==> config.mk <==
export PLATFORM = sky130hd
export DESIGN_NAME = csr_file_flat
export DESIGN_NICKNAME = d
export VERILOG_FILES = /design/src/rtl/csr_file_if.sv /design/src/rtl/csr_file.sv /design/src/flat_wrapper.sv
export SDC_FILE = /design/constraint.sdc
export NUM_CORES = 1
export LEC_CHECK = 0
export ABC_AREA = 0
export BUFFER_PORTS_ARGS = -buffer_cell sky130_fd_sc_hd__buf_2
export CORE_ASPECT_RATIO = 0.9
export CORE_MARGIN = 3
export CORE_UTILIZATION = 45
export DETAILED_ROUTE_END_ITERATION = 12
export PLACE_DENSITY = 0.68
export SYNTH_ARGS = -nofsm -noshare
export SYNTH_HDL_FRONTEND = slang
export SYNTH_SLANG_ARGS = --single-unit
==> constraint.sdc <==
create_clock -name clk -period 2.3 [get_ports clk]
set_input_delay 0.23 -clock clk [delete_from_list [all_inputs] [get_ports clk]]
set_output_delay 0.23 -clock clk [all_outputs]
set_load 0.05 [all_outputs]
==> src/rtl/csr_file_if.sv <==
// CSR read/write bus between the pipeline (execute reads, commit writes) and the CSR file.
// Read channel has no backpressure; write channel is a request/response handshake.
interface csr_file_if;
  logic [11:0] araddr;
  logic        arvalid;
  logic [31:0] rdata;
  logic [1:0]  rresp;
  logic        rvalid;
  logic [11:0] waddr;
  logic [31:0] wdata;
  logic        wvalid;
  logic        wready;
  logic [2:0]  bresp;
  logic        bvalid;
  logic        bready;

  modport master (
    output araddr, arvalid, waddr, wdata, wvalid, bready,
    input  rdata, rresp, rvalid, wready, bresp, bvalid
  );

  modport slave (
    input  araddr, arvalid, waddr, wdata, wvalid, bready,
    output rdata, rresp, rvalid, wready, bresp, bvalid
  );
endinterface

==> src/rtl/csr_file.sv <==
// Machine-mode CSR file: csrbus read/write responder, trap state capture (mepc/mcause/mtval)
// and the 64-bit mcycle/minstret counters.
module csr_file #(
  parameter logic [31:0] MTVEC_RESET = 32'h0000_0000,
  parameter logic [31:0] MISA_VALUE  = 32'h4000_0100,
  parameter logic [31:0] HART_ID     = 32'd0
) (
  input  logic         clk,
  input  logic         reset,
  csr_file_if.slave    csrbus,
  input  logic         instret_inc,
  input  logic         exception_valid_in,
  input  logic [31:0]  exception_mepc_in,
  input  logic [31:0]  exception_mcause_in,
  input  logic [31:0]  exception_mtval_in,
  output logic [29:0]  exception_mtvec_base_out,
  output logic [31:0]  exception_mepc_out
);

  typedef enum logic {W_IDLE, W_RESP} w_state_e;

  w_state_e    w_state_q, w_state_d;
  logic        rvalid_q, rvalid_d;
  logic [31:0] rdata_q, rdata_d;
  logic [1:0]  rresp_q, rresp_d;
  logic [2:0]  bresp_q, bresp_d;
  logic        mie_q, mie_d, mpie_q, mpie_d;
  logic [29:0] mtvec_q, mtvec_d;
  logic [29:0] mepc_q, mepc_d;
  logic [31:0] mscratch_q, mscratch_d;
  logic [31:0] mcause_q, mcause_d;
  logic [31:0] mtval_q, mtval_d;
  logic [63:0] mcycle_q, mcycle_d;
  logic [63:0] minstret_q, minstret_d;

  logic [31:0] mstatus_view;
  logic [31:0] rd_val;
  logic        rd_ok;
  logic        wr_accept, wr_okay, wr_en;

  // MPP is hardwired to machine mode; only MIE and MPIE are stored.
  assign mstatus_view = {19'b0, 2'b11, 3'b0, mpie_q, 3'b0, mie_q, 3'b0};

  // NOTE: every signal assigned in always_comb gets a default first, so no latch is inferred.
  always_comb begin
    rd_val = 32'h0;
    rd_ok  = 1'b1;
    case (csrbus.araddr)
      12'h300:          rd_val = mstatus_view;
      12'h301:          rd_val = MISA_VALUE;
      12'h305:          rd_val = {mtvec_q, 2'b00};
      12'h340:          rd_val = mscratch_q;
      12'h341:          rd_val = {mepc_q, 2'b00};
      12'h342:          rd_val = mcause_q;
      12'h343:          rd_val = mtval_q;
      12'hB00, 12'hC00: rd_val = mcycle_q[31:0];
      12'hB80, 12'hC80: rd_val = mcycle_q[63:32];
      12'hB02, 12'hC02: rd_val = minstret_q[31:0];
      12'hB82, 12'hC82: rd_val = minstret_q[63:32];
      12'hF11, 12'hF12, 12'hF13: rd_val = 32'h0;
      12'hF14:          rd_val = HART_ID;
      default:          rd_ok  = 1'b0;
    endcase
  end

  always_comb begin
    rvalid_d = csrbus.arvalid;
    rdata_d  = rdata_q;
    rresp_d  = rresp_q;
    if (csrbus.arvalid) begin
      rdata_d = rd_ok ? rd_val : 32'h0;
      rresp_d = rd_ok ? 2'b00 : 2'b10;
    end
  end

  // Only these addresses accept writes; everything in 0xCxx-0xFxx is read-only.
  always_comb begin
    case (csrbus.waddr)
      12'h300, 12'h301, 12'h305, 12'h340, 12'h341, 12'h342, 12'h343,
      12'hB00, 12'hB80, 12'hB02, 12'hB82: wr_okay = 1'b1;
      default:                            wr_okay = 1'b0;
    endcase
  end

  assign wr_accept = (w_state_q == W_IDLE) && csrbus.wvalid;
  assign wr_en     = wr_accept && wr_okay;
  assign bresp_d   = wr_accept ? (wr_okay ? 3'b000 : 3'b010) : bresp_q;

  // Write FSM: next-state logic.
  always_comb begin
    w_state_d = w_state_q;
    case (w_state_q)
      W_IDLE:  if (csrbus.wvalid) w_state_d = W_RESP;
      W_RESP:  if (csrbus.bready) w_state_d = W_IDLE;
      default: w_state_d = W_IDLE;
    endcase
  end

  // Write FSM: outputs.
  always_comb begin
    csrbus.wready = (w_state_q == W_IDLE);
    csrbus.bvalid = (w_state_q == W_RESP);
  end

  always_comb begin
    mie_d      = mie_q;
    mpie_d     = mpie_q;
    mtvec_d    = mtvec_q;
    mscratch_d = mscratch_q;
    mepc_d     = mepc_q;
    mcause_d   = mcause_q;
    mtval_d    = mtval_q;
    mcycle_d   = mcycle_q + 64'd1;
    minstret_d = minstret_q + {63'b0, instret_inc};
    if (wr_en) begin
      case (csrbus.waddr)
        12'h300: begin
          mie_d  = csrbus.wdata[3];
          mpie_d = csrbus.wdata[7];
        end
        12'h305: mtvec_d    = csrbus.wdata[31:2];
        12'h340: mscratch_d = csrbus.wdata;
        12'h341: mepc_d     = csrbus.wdata[31:2];
        12'h342: mcause_d   = csrbus.wdata;
        12'h343: mtval_d    = csrbus.wdata;
        // A written half takes the bus value; the carry between halves is dropped that cycle.
        12'hB00: mcycle_d   = {mcycle_q[63:32], csrbus.wdata};
        12'hB80: mcycle_d   = {csrbus.wdata, mcycle_q[31:0] + 32'd1};
        12'hB02: minstret_d = {minstret_q[63:32], csrbus.wdata};
        12'hB82: minstret_d = {csrbus.wdata, minstret_q[31:0] + {31'b0, instret_inc}};
        default: ;
      endcase
    end
    // Trap capture is applied last so it overrides a same-cycle write to the trap CSRs.
    if (exception_valid_in) begin
      mepc_d   = exception_mepc_in[31:2];
      mcause_d = exception_mcause_in;
      mtval_d  = exception_mtval_in;
      mpie_d   = mie_q;
      mie_d    = 1'b0;
    end
  end

  // NOTE: sequential state uses non-blocking assignments so every flop samples pre-edge values.
  always_ff @(posedge clk) begin
    if (reset) begin
      w_state_q  <= W_IDLE;
      rvalid_q   <= 1'b0;
      rdata_q    <= 32'h0;
      rresp_q    <= 2'b00;
      bresp_q    <= 3'b000;
      mie_q      <= 1'b0;
      mpie_q     <= 1'b0;
      mtvec_q    <= MTVEC_RESET[31:2];
      mscratch_q <= 32'h0;
      mepc_q     <= 30'h0;
      mcause_q   <= 32'h0;
      mtval_q    <= 32'h0;
      mcycle_q   <= 64'h0;
      minstret_q <= 64'h0;
    end else begin
      w_state_q  <= w_state_d;
      rvalid_q   <= rvalid_d;
      rdata_q    <= rdata_d;
      rresp_q    <= rresp_d;
      bresp_q    <= bresp_d;
      mie_q      <= mie_d;
      mpie_q     <= mpie_d;
      mtvec_q    <= mtvec_d;
      mscratch_q <= mscratch_d;
      mepc_q     <= mepc_d;
      mcause_q   <= mcause_d;
      mtval_q    <= mtval_d;
      mcycle_q   <= mcycle_d;
      minstret_q <= minstret_d;
    end
  end

  assign csrbus.rvalid = rvalid_q;
  assign csrbus.rdata  = rdata_q;
  assign csrbus.rresp  = rresp_q;
  assign csrbus.bresp  = bresp_q;

  assign exception_mtvec_base_out = mtvec_q;
  assign exception_mepc_out       = {mepc_q, 2'b00};

endmodule

==> src/flat_wrapper.sv <==
// flat-port wrapper written by rule: the top's interface ports become plain ports
module csr_file_flat 
#(
  parameter logic [31:0] MTVEC_RESET = 32'h0000_0000,
  parameter logic [31:0] MISA_VALUE  = 32'h4000_0100,
  parameter logic [31:0] HART_ID     = 32'd0
)
  (clk, reset, instret_inc, exception_valid_in, exception_mepc_in, exception_mcause_in, exception_mtval_in, exception_mtvec_base_out, exception_mepc_out, csrbus_araddr, csrbus_arvalid, csrbus_waddr, csrbus_wdata, csrbus_wvalid, csrbus_bready, csrbus_rdata, csrbus_rresp, csrbus_rvalid, csrbus_wready, csrbus_bresp, csrbus_bvalid);
  csr_file_if csrbus_i ();
  input  logic clk;
  input  logic reset;
  input  logic instret_inc;
  input  logic exception_valid_in;
  input  logic [31:0] exception_mepc_in;
  input  logic [31:0] exception_mcause_in;
  input  logic [31:0] exception_mtval_in;
  output logic [29:0] exception_mtvec_base_out;
  output logic [31:0] exception_mepc_out;
  input wire logic [$bits(csrbus_i.araddr)-1:0] csrbus_araddr;
  input wire logic [$bits(csrbus_i.arvalid)-1:0] csrbus_arvalid;
  input wire logic [$bits(csrbus_i.waddr)-1:0] csrbus_waddr;
  input wire logic [$bits(csrbus_i.wdata)-1:0] csrbus_wdata;
  input wire logic [$bits(csrbus_i.wvalid)-1:0] csrbus_wvalid;
  input wire logic [$bits(csrbus_i.bready)-1:0] csrbus_bready;
  output wire logic [$bits(csrbus_i.rdata)-1:0] csrbus_rdata;
  output wire logic [$bits(csrbus_i.rresp)-1:0] csrbus_rresp;
  output wire logic [$bits(csrbus_i.rvalid)-1:0] csrbus_rvalid;
  output wire logic [$bits(csrbus_i.wready)-1:0] csrbus_wready;
  output wire logic [$bits(csrbus_i.bresp)-1:0] csrbus_bresp;
  output wire logic [$bits(csrbus_i.bvalid)-1:0] csrbus_bvalid;
  assign csrbus_i.araddr = csrbus_araddr;
  assign csrbus_i.arvalid = csrbus_arvalid;
  assign csrbus_i.waddr = csrbus_waddr;
  assign csrbus_i.wdata = csrbus_wdata;
  assign csrbus_i.wvalid = csrbus_wvalid;
  assign csrbus_i.bready = csrbus_bready;
  assign csrbus_rdata = csrbus_i.rdata;
  assign csrbus_rresp = csrbus_i.rresp;
  assign csrbus_rvalid = csrbus_i.rvalid;
  assign csrbus_wready = csrbus_i.wready;
  assign csrbus_bresp = csrbus_i.bresp;
  assign csrbus_bvalid = csrbus_i.bvalid;
  csr_file #(.MTVEC_RESET(MTVEC_RESET), .MISA_VALUE(MISA_VALUE), .HART_ID(HART_ID)) u_core (.clk(clk), .reset(reset), .csrbus(csrbus_i), .instret_inc(instret_inc), .exception_valid_in(exception_valid_in), .exception_mepc_in(exception_mepc_in), .exception_mcause_in(exception_mcause_in), .exception_mtval_in(exception_mtval_in), .exception_mtvec_base_out(exception_mtvec_base_out), .exception_mepc_out(exception_mepc_out));
endmodule
==> reports/results.ini, run 1 <==
[yosys]
ys_types=86
synth.yosys.warnings=0
synth_top_cell_area_share_pct=36.5
synth_ff_type=sky130_fd_sc_hd__dfxtp_1
syn-instance-count=2097
post-synth-top-area-cell=sky130_fd_sc_hd__dfxtp_1
synth_top_cells_by_area=sky130_fd_sc_hd__dfxtp_1 36%, sky130_fd_sc_hd__mux2i_1 7.4%, sky130_fd_sc_hd__nand2_1 6.8%, sky130_fd_sc_hd__o211a_1 5.5%, sky130_fd_sc_hd__a21oi_1 3.3%
synth-seq-area-share_pct=36.5
synth.cells.most_frequent=322 x sky130_fd_sc_hd__dfxtp_1, 322 x sky130_fd_sc_hd__nand2_1, 133 x sky130_fd_sc_hd__clkbuf_1
synth_async_sr_flop_share_pct=0
synth_area_um2=17700
synth-seq-cells=322
syn-mean-instance-area_um2=8.43
synth_enable_flop_cells=0

[timing]
timing.final.ws_setup_ps=-10.5
worst_slew_pin_slew_ps=994
slew_headroom_pct=32.0
period_share_pct=100
fin_worst_skew_ps=28.3
timing_hold_violations_final=0
fmax_mhz=433
fin_tns_setup_ps=-10.5
finalWorstPathRequiredPeriod_ps=2310
grt_setup_unrepaired=true
setup_viol=1
final-max-slew-violation-count=0

[grt]
antenna_violations_before_repair=5
grt_pass1_wl_mm=120
grt_usage_pct=37.7
first_global_vias=18600
grt_start_max_net_pins=99
grt.overflow.total=0

[floorplan]
die_span_y_um=194
count_of_pins_on_the_block_boundary=261
die_x_um=215
design.die.area_um2=41700
floorplan.rows=68
start_util_pct=45.9
coreArea_um2=38500

[setup_path]
setup_slack_of_the_most_critical_reg_to_reg_path_ps=-10
worstReg2RegStart=u_core.mcause_q[28]
endpoint_kind=flop
cells_on_worst_reg2reg_path=6
critical_path_required_ps=2710
worstSetupStartpoint=u_core.mcause_q[28]
worstSetupPathType=flop to flop
worstSetupStartpointType=flop
timing.critical_path.fanout_max=2
cp_data_arrival_time_ps=2720

[run_status]
status=complete, but fails checks
failed_checks=negative setup slack

[final_layout]
num_antenna_cells=0
num-fill-cells=3278
layout.nets=2757
drive_gt1_share_pct=26.7
area_delta_synth_final_pct=35.1

[route]
wl_met2_mm=36.8
drt_drc_violations_left=0
violation_count_after_the_first_detailed_routing_iteration=2683
detail_route.wirelength.met1_mm=33.0
route.met3.wl_mm=9.89
routed_via_density=6.31
routed_wirelength_mm=83.8
wl_per_cell_um=26.6
postRouteAntennaNets=0
firstDrtPassIters=7
routed-via-count=19900
highest_layer=met5

[flow_run]
timing.max_cap.violations=0

[clock_tree]
clock_sinks=322
insertion_delay_ps=560
ctsHtreeMaxLevel=2
clkSlewWorstSetupHoldPaths_ps=60
numCtsBuffers=39
clockBufferDepth=3
clk_root_buffer_cell=sky130_fd_sc_hd__clkbuf_16
cts_tree=done

[power]
vdd.ir_drop.worst_uv=501
power-per-cell-area_nw_per_um2=586
power_leakage_nw=9.74
tot_pwr_mw=14.0

[placed_design]
buffer_ports.inserted=253
gp_routability_congestion=1.03
dpl.hpwl_mm=58.3

[worst_hold_path]
holdPathStages=2
holdCritPathClass=input pin to flop
min_from=csrbus_arvalid

flip-flops by register name, summed over array words and instances, names as in the netlist:
signal	cells
u_core.csrbus.bresp	1
u_core.csrbus.bvalid	1
u_core.csrbus.rdata	32
u_core.csrbus.rresp	1
u_core.csrbus.rvalid	1
u_core.exception_mtvec_base_out	30
u_core.mcause_q	32
u_core.mcycle_q	64
u_core.mepc_q	30
u_core.mie_q	1
u_core.minstret_q	64
u_core.mpie_q	1
u_core.mscratch_q	32
u_core.mtval_q	32
worst max-delay path: stages, from the launching register on:
cell and delay [ps]:
sky130_fd_sc_hd__dfxtp_1 330, sky130_fd_sc_hd__mux4_2 530, sky130_fd_sc_hd__a32oi_1 300, sky130_fd_sc_hd__o32ai_1 230
sky130_fd_sc_hd__a221oi_1 510, sky130_fd_sc_hd__buf_4 200, sky130_fd_sc_hd__o21ai_0 60
layout make-up:
| class | count | area (um^2) | share of cell area, % |
|---|---|---|---|
| Multi-Input combinational cell | 1572 | 10600 | 44.3 |
| Sequential cell | 322 | 6460 | 27.0 |
| Timing Repair Buffer | 636 | 4730 | 19.8 |
| Clock buffer | 54 | 1110 | 4.66 |
| Tap cell | 525 | 657 | 2.75 |
| Clock inverter | 18 | 238 | 0.996 |
| Inverter | 24 | 93.8 | 0.393 |
repair_timing:
action,4_1_cts,5_1_grt
endpoints found under the hold margin,111,0
endpoints found under the setup margin,45,96
hold buffers,97,0
pin swaps,1,12
resized for setup,4,37
cloned,0,4
setup buffers,0,9
report_power, final:
part	total, mW	switching [mW]	internal (mW)
Clock	6.61	2.64	3.97
Sequential	5.81	0.0997	5.71
Combinational	1.57	0.988	0.585
logic make-up (layout without fill, tap and decap cells):
logic type      after synthesis  count (layout)  synth area share (%)
fa+ha+maj                     3               3                 0.212
simple gates                745             745                  20.8
compound gates              561             561                  22.9
flops                       322             322                  36.5
mux                         162             162                  10.0
other cells                   1               5                0.0212
xor+xnor                     96              96                  4.76
buf+inv                     207             732                  4.81
worst paths after layout:
path	endpoint
max reg2reg	u_core.csrbus.rdata[28]
min	u_core.csrbus.rvalid
max	u_core.csrbus.rdata[28]
min reg2reg	u_core.csrbus.rdata[29]
cell usage in the layout, fill, tap and decap left out, drive strengths merged, types with 57 or more instances in the layout:
master         n
buf          535
nand2        322
dfxtp        322
mux2i        131
nor2         126
a21oi        117
o211a         97
dlygate4sd3   97
o21ai         76
a22oi         69
nand3         57
clkbuf        57
stage by stage:
step	std cells	utilization [%]	instance area (um^2)	worst slack, ps	hold WS (ps)
detailed placement	2969	55.1	21200	-390	412
global placement	2969	55.1	21200	-336	408
finish	3151	62.0	23900	-10.5	64.9
CTS	3138	61.1	23600	1.35	48.0
global route	3151	62.0	23900	-27.8	53.4
floorplan	2101	-	17700	-40.4	309
layer usage:
metal,GRT usage [%],vias to the layer above
met4,15.0,6
met2,58.3,1331
met3,9.20,258
li1,-,8719
met5,0,-
met1,50.8,9556
(Power assumes the default switching activity.)
==> inputs of run 2 (changes only) <==
Settings changed: PLACE_DENSITY 0.68 to 0.73.
==> reports/results.ini, run 2 (synthesis gave the netlist of run 1 again) <==
[clock_tree]
clk_root_buffer_cell=sky130_fd_sc_hd__clkbuf_16
numCtsBuffers=36  ; -7.7%
insertion_delay_ps=550  ; about the same
clockBufferDepth=3  ; unchanged
ctsHtreeMaxLevel=2  ; unchanged
clock_sinks=322  ; unchanged
clkSlewWorstSetupHoldPaths_ps=60  ; about the same
cts_tree=done

[setup_path]
endpoint_kind=flop
worstSetupStartpoint=u_core.minstret_q[20]
worstSetupStartpointType=flop
cpLargestDelayFamily=simple AND/OR/NAND/NOR gates
worstSetupPathType=flop to flop
list_of_cells_traversed_by_the_critical_path=nand4_1 -> nor4_2 -> buf_4 -> and4_1 -> nand4_1 -> o41a_1 -> a21oi_1
timing.critical_path.fanout_max=4  ; +2
critical_path.n_buffers_inverters=1  ; unchanged
max_incr_delay_on_cp_ps=390  ; -140 ps
path_common_cell=sky130_fd_sc_hd__nand4_1
cp_data_arrival_time_ps=2760  ; +40 ps
critical_path_required_ps=2760  ; +50 ps
slowest_stage=sky130_fd_sc_hd__dfxtp_1
worstReg2RegStart=u_core.minstret_q[20]

[floorplan]
design.die.area_um2=41700  ; unchanged
count_of_pins_on_the_block_boundary=261  ; unchanged
die_span_y_um=194  ; unchanged
start_util_pct=45.9  ; unchanged
coreArea_um2=38500  ; unchanged
die_x_um=215  ; unchanged
floorplan.rows=68  ; unchanged

[timing]
timing.final.ws_setup_ps=-2.11  ; +8.36 ps
finalWorstPathRequiredPeriod_ps=2300  ; -8.36 ps
fmax_mhz=434  ; +0.36%
grt_setup_unrepaired=true
fin_worst_skew_ps=28.1  ; -0.172 ps
worst_slew_pin_slew_ps=653  ; -341 ps
timing_hold_violations_final=0  ; unchanged
setup_viol=1  ; unchanged
period_share_pct=100  ; -0.36 points
slew_headroom_pct=56.0  ; +24 points
fin_tns_setup_ps=-2.11  ; +8.36 ps
final-max-slew-violation-count=0  ; unchanged

[final_layout]
layout.cells.most_common=sky130_fd_sc_hd__nand2_1
design_area_um2=23600  ; -1.4%
most-common-layout-cells=321 x sky130_fd_sc_hd__nand2_1, 316 x sky130_fd_sc_hd__dfxtp_1, 259 x sky130_fd_sc_hd__buf_4
reg_top3=u_core.mcycle_q x64, u_core.minstret_q x64
drive_gt1_share_pct=25.9  ; -0.77 points
layout.nets=2749  ; -0.29%
post_route_non_filler_standard_cell_count=3134  ; -0.54%
area_delta_synth_final_pct=33.2

[grt]
grt_start_max_net_pins=113  ; +14%
antenna_violations_before_repair=4  ; -1
grt_usage_pct=37.6  ; -0.088 points
grt_pass1_wl_mm=120  ; about the same
first_global_vias=18800  ; +1.4%
grt.overflow.total=0  ; unchanged

[flow_run]
timing.max_cap.violations=0  ; unchanged

[power]
power.sequential.fraction_pct=44.3  ; +2.8 points
internal_power_mw=9.52  ; -7.3%
tot_pwr_mw=13.1  ; -6.4%
p_clk_share_pct=43.5  ; -3.7 points
power.combinational.fraction_pct=12.1  ; +0.9 points
power_leakage_nw=9.64  ; -1.0%
netSwitchingFraction_pct=27.4  ; +0.72 points
power.switching_mw=3.59  ; -3.8%
vdd.ir_drop.worst_uv=618  ; +23%
power-per-cell-area_nw_per_um2=556  ; -5.1%

[route]
violation_count_after_the_first_detailed_routing_iteration=2811  ; +4.8%
routed_wirelength_mm=83.0  ; -1.0%
drt_drc_violations_left=0  ; unchanged
postRouteAntennaNets=0  ; unchanged
routed_via_density=6.32  ; +0.22%
routed-via-count=19800  ; -0.32%
wl_per_cell_um=26.5  ; -0.47%
firstDrtPassIters=9  ; +2

[placed_design]
dpl.hpwl_mm=57.9  ; -0.58%
placement.cell_area_um2=21200  ; about the same
buffer_ports.inserted=253  ; unchanged
place.detailed.instances=2969  ; unchanged
gp_routability_congestion=1.04  ; +0.82%
place_ws_ps=-79.2  ; +310 ps

[worst_hold_path]
min_from=csrbus_arvalid
holdCritPathClass=input pin to flop

[run_status]
status=complete, but fails checks
failed_checks=negative setup slack

==> run 2: per-layer routing <==
metal	vias to the layer above	track usage [%]	share of wire, %
met5	-	0	0.069
met4	4	15.9	5.1
li1	8710	-	-
met1	9423	50.7	39
met2	1402	57.4	43
met3	268	9.64	12
==> run 2: worst paths after layout <==
check,end,slack [ps],depth (start not counted)
worst max register to register,u_core.minstret_q[51],-2,7
worst min-delay path,u_core.csrbus.rvalid,30,2
worst min register to register,u_core.csrbus.rdata[29],440,2
worst max-delay path,u_core.minstret_q[51],-2,7
==> run 2: cell type report <==
type	count	area [um^2]
fill	3249	15000
multi-input combinational	1572	10600
clock buffer	49	1020
tap	525	657
timing repair buffer	631	4640
inverter	24	93.8
antenna	1	2.50
sequential	322	6460
clock inverter	10	90.1
==> run 2: what timing repair did <==
item,in CTS,in global routing
gates cloned,0,2
hold buffers,97,0
gates resized for setup,3,35
pin swaps,0,12
endpoints found under the hold margin,97,0
setup buffers,0,6
setup endpoints to repair,60,95
==> run 2: power by group through the flow <==
stage                     combinational (mW)  clock (mW)  sequential (mW)
after floorplan                        0.626           0             6.03
after global placement                  1.35           0             5.91
after detailed placement                1.37           0             5.92
after CTS                               1.50        5.69             5.80
after global routing                    1.64        5.93             5.81
final                                   1.59        5.70             5.81
==> run 2: metrics by stage <==
| step | hold slack [ps] | utilization [%] |
|---|---|---|
| 2_1_floorplan | 309 | - |
| 3_3_place_gp | 410 | 55.1 |
| 3_5_place_dp | 420 | 55.1 |
| 4_1_cts | 14.5 | 60.5 |
| 5_1_grt | 29.4 | 61.1 |
| 6_report | 30.4 | 61.1 |
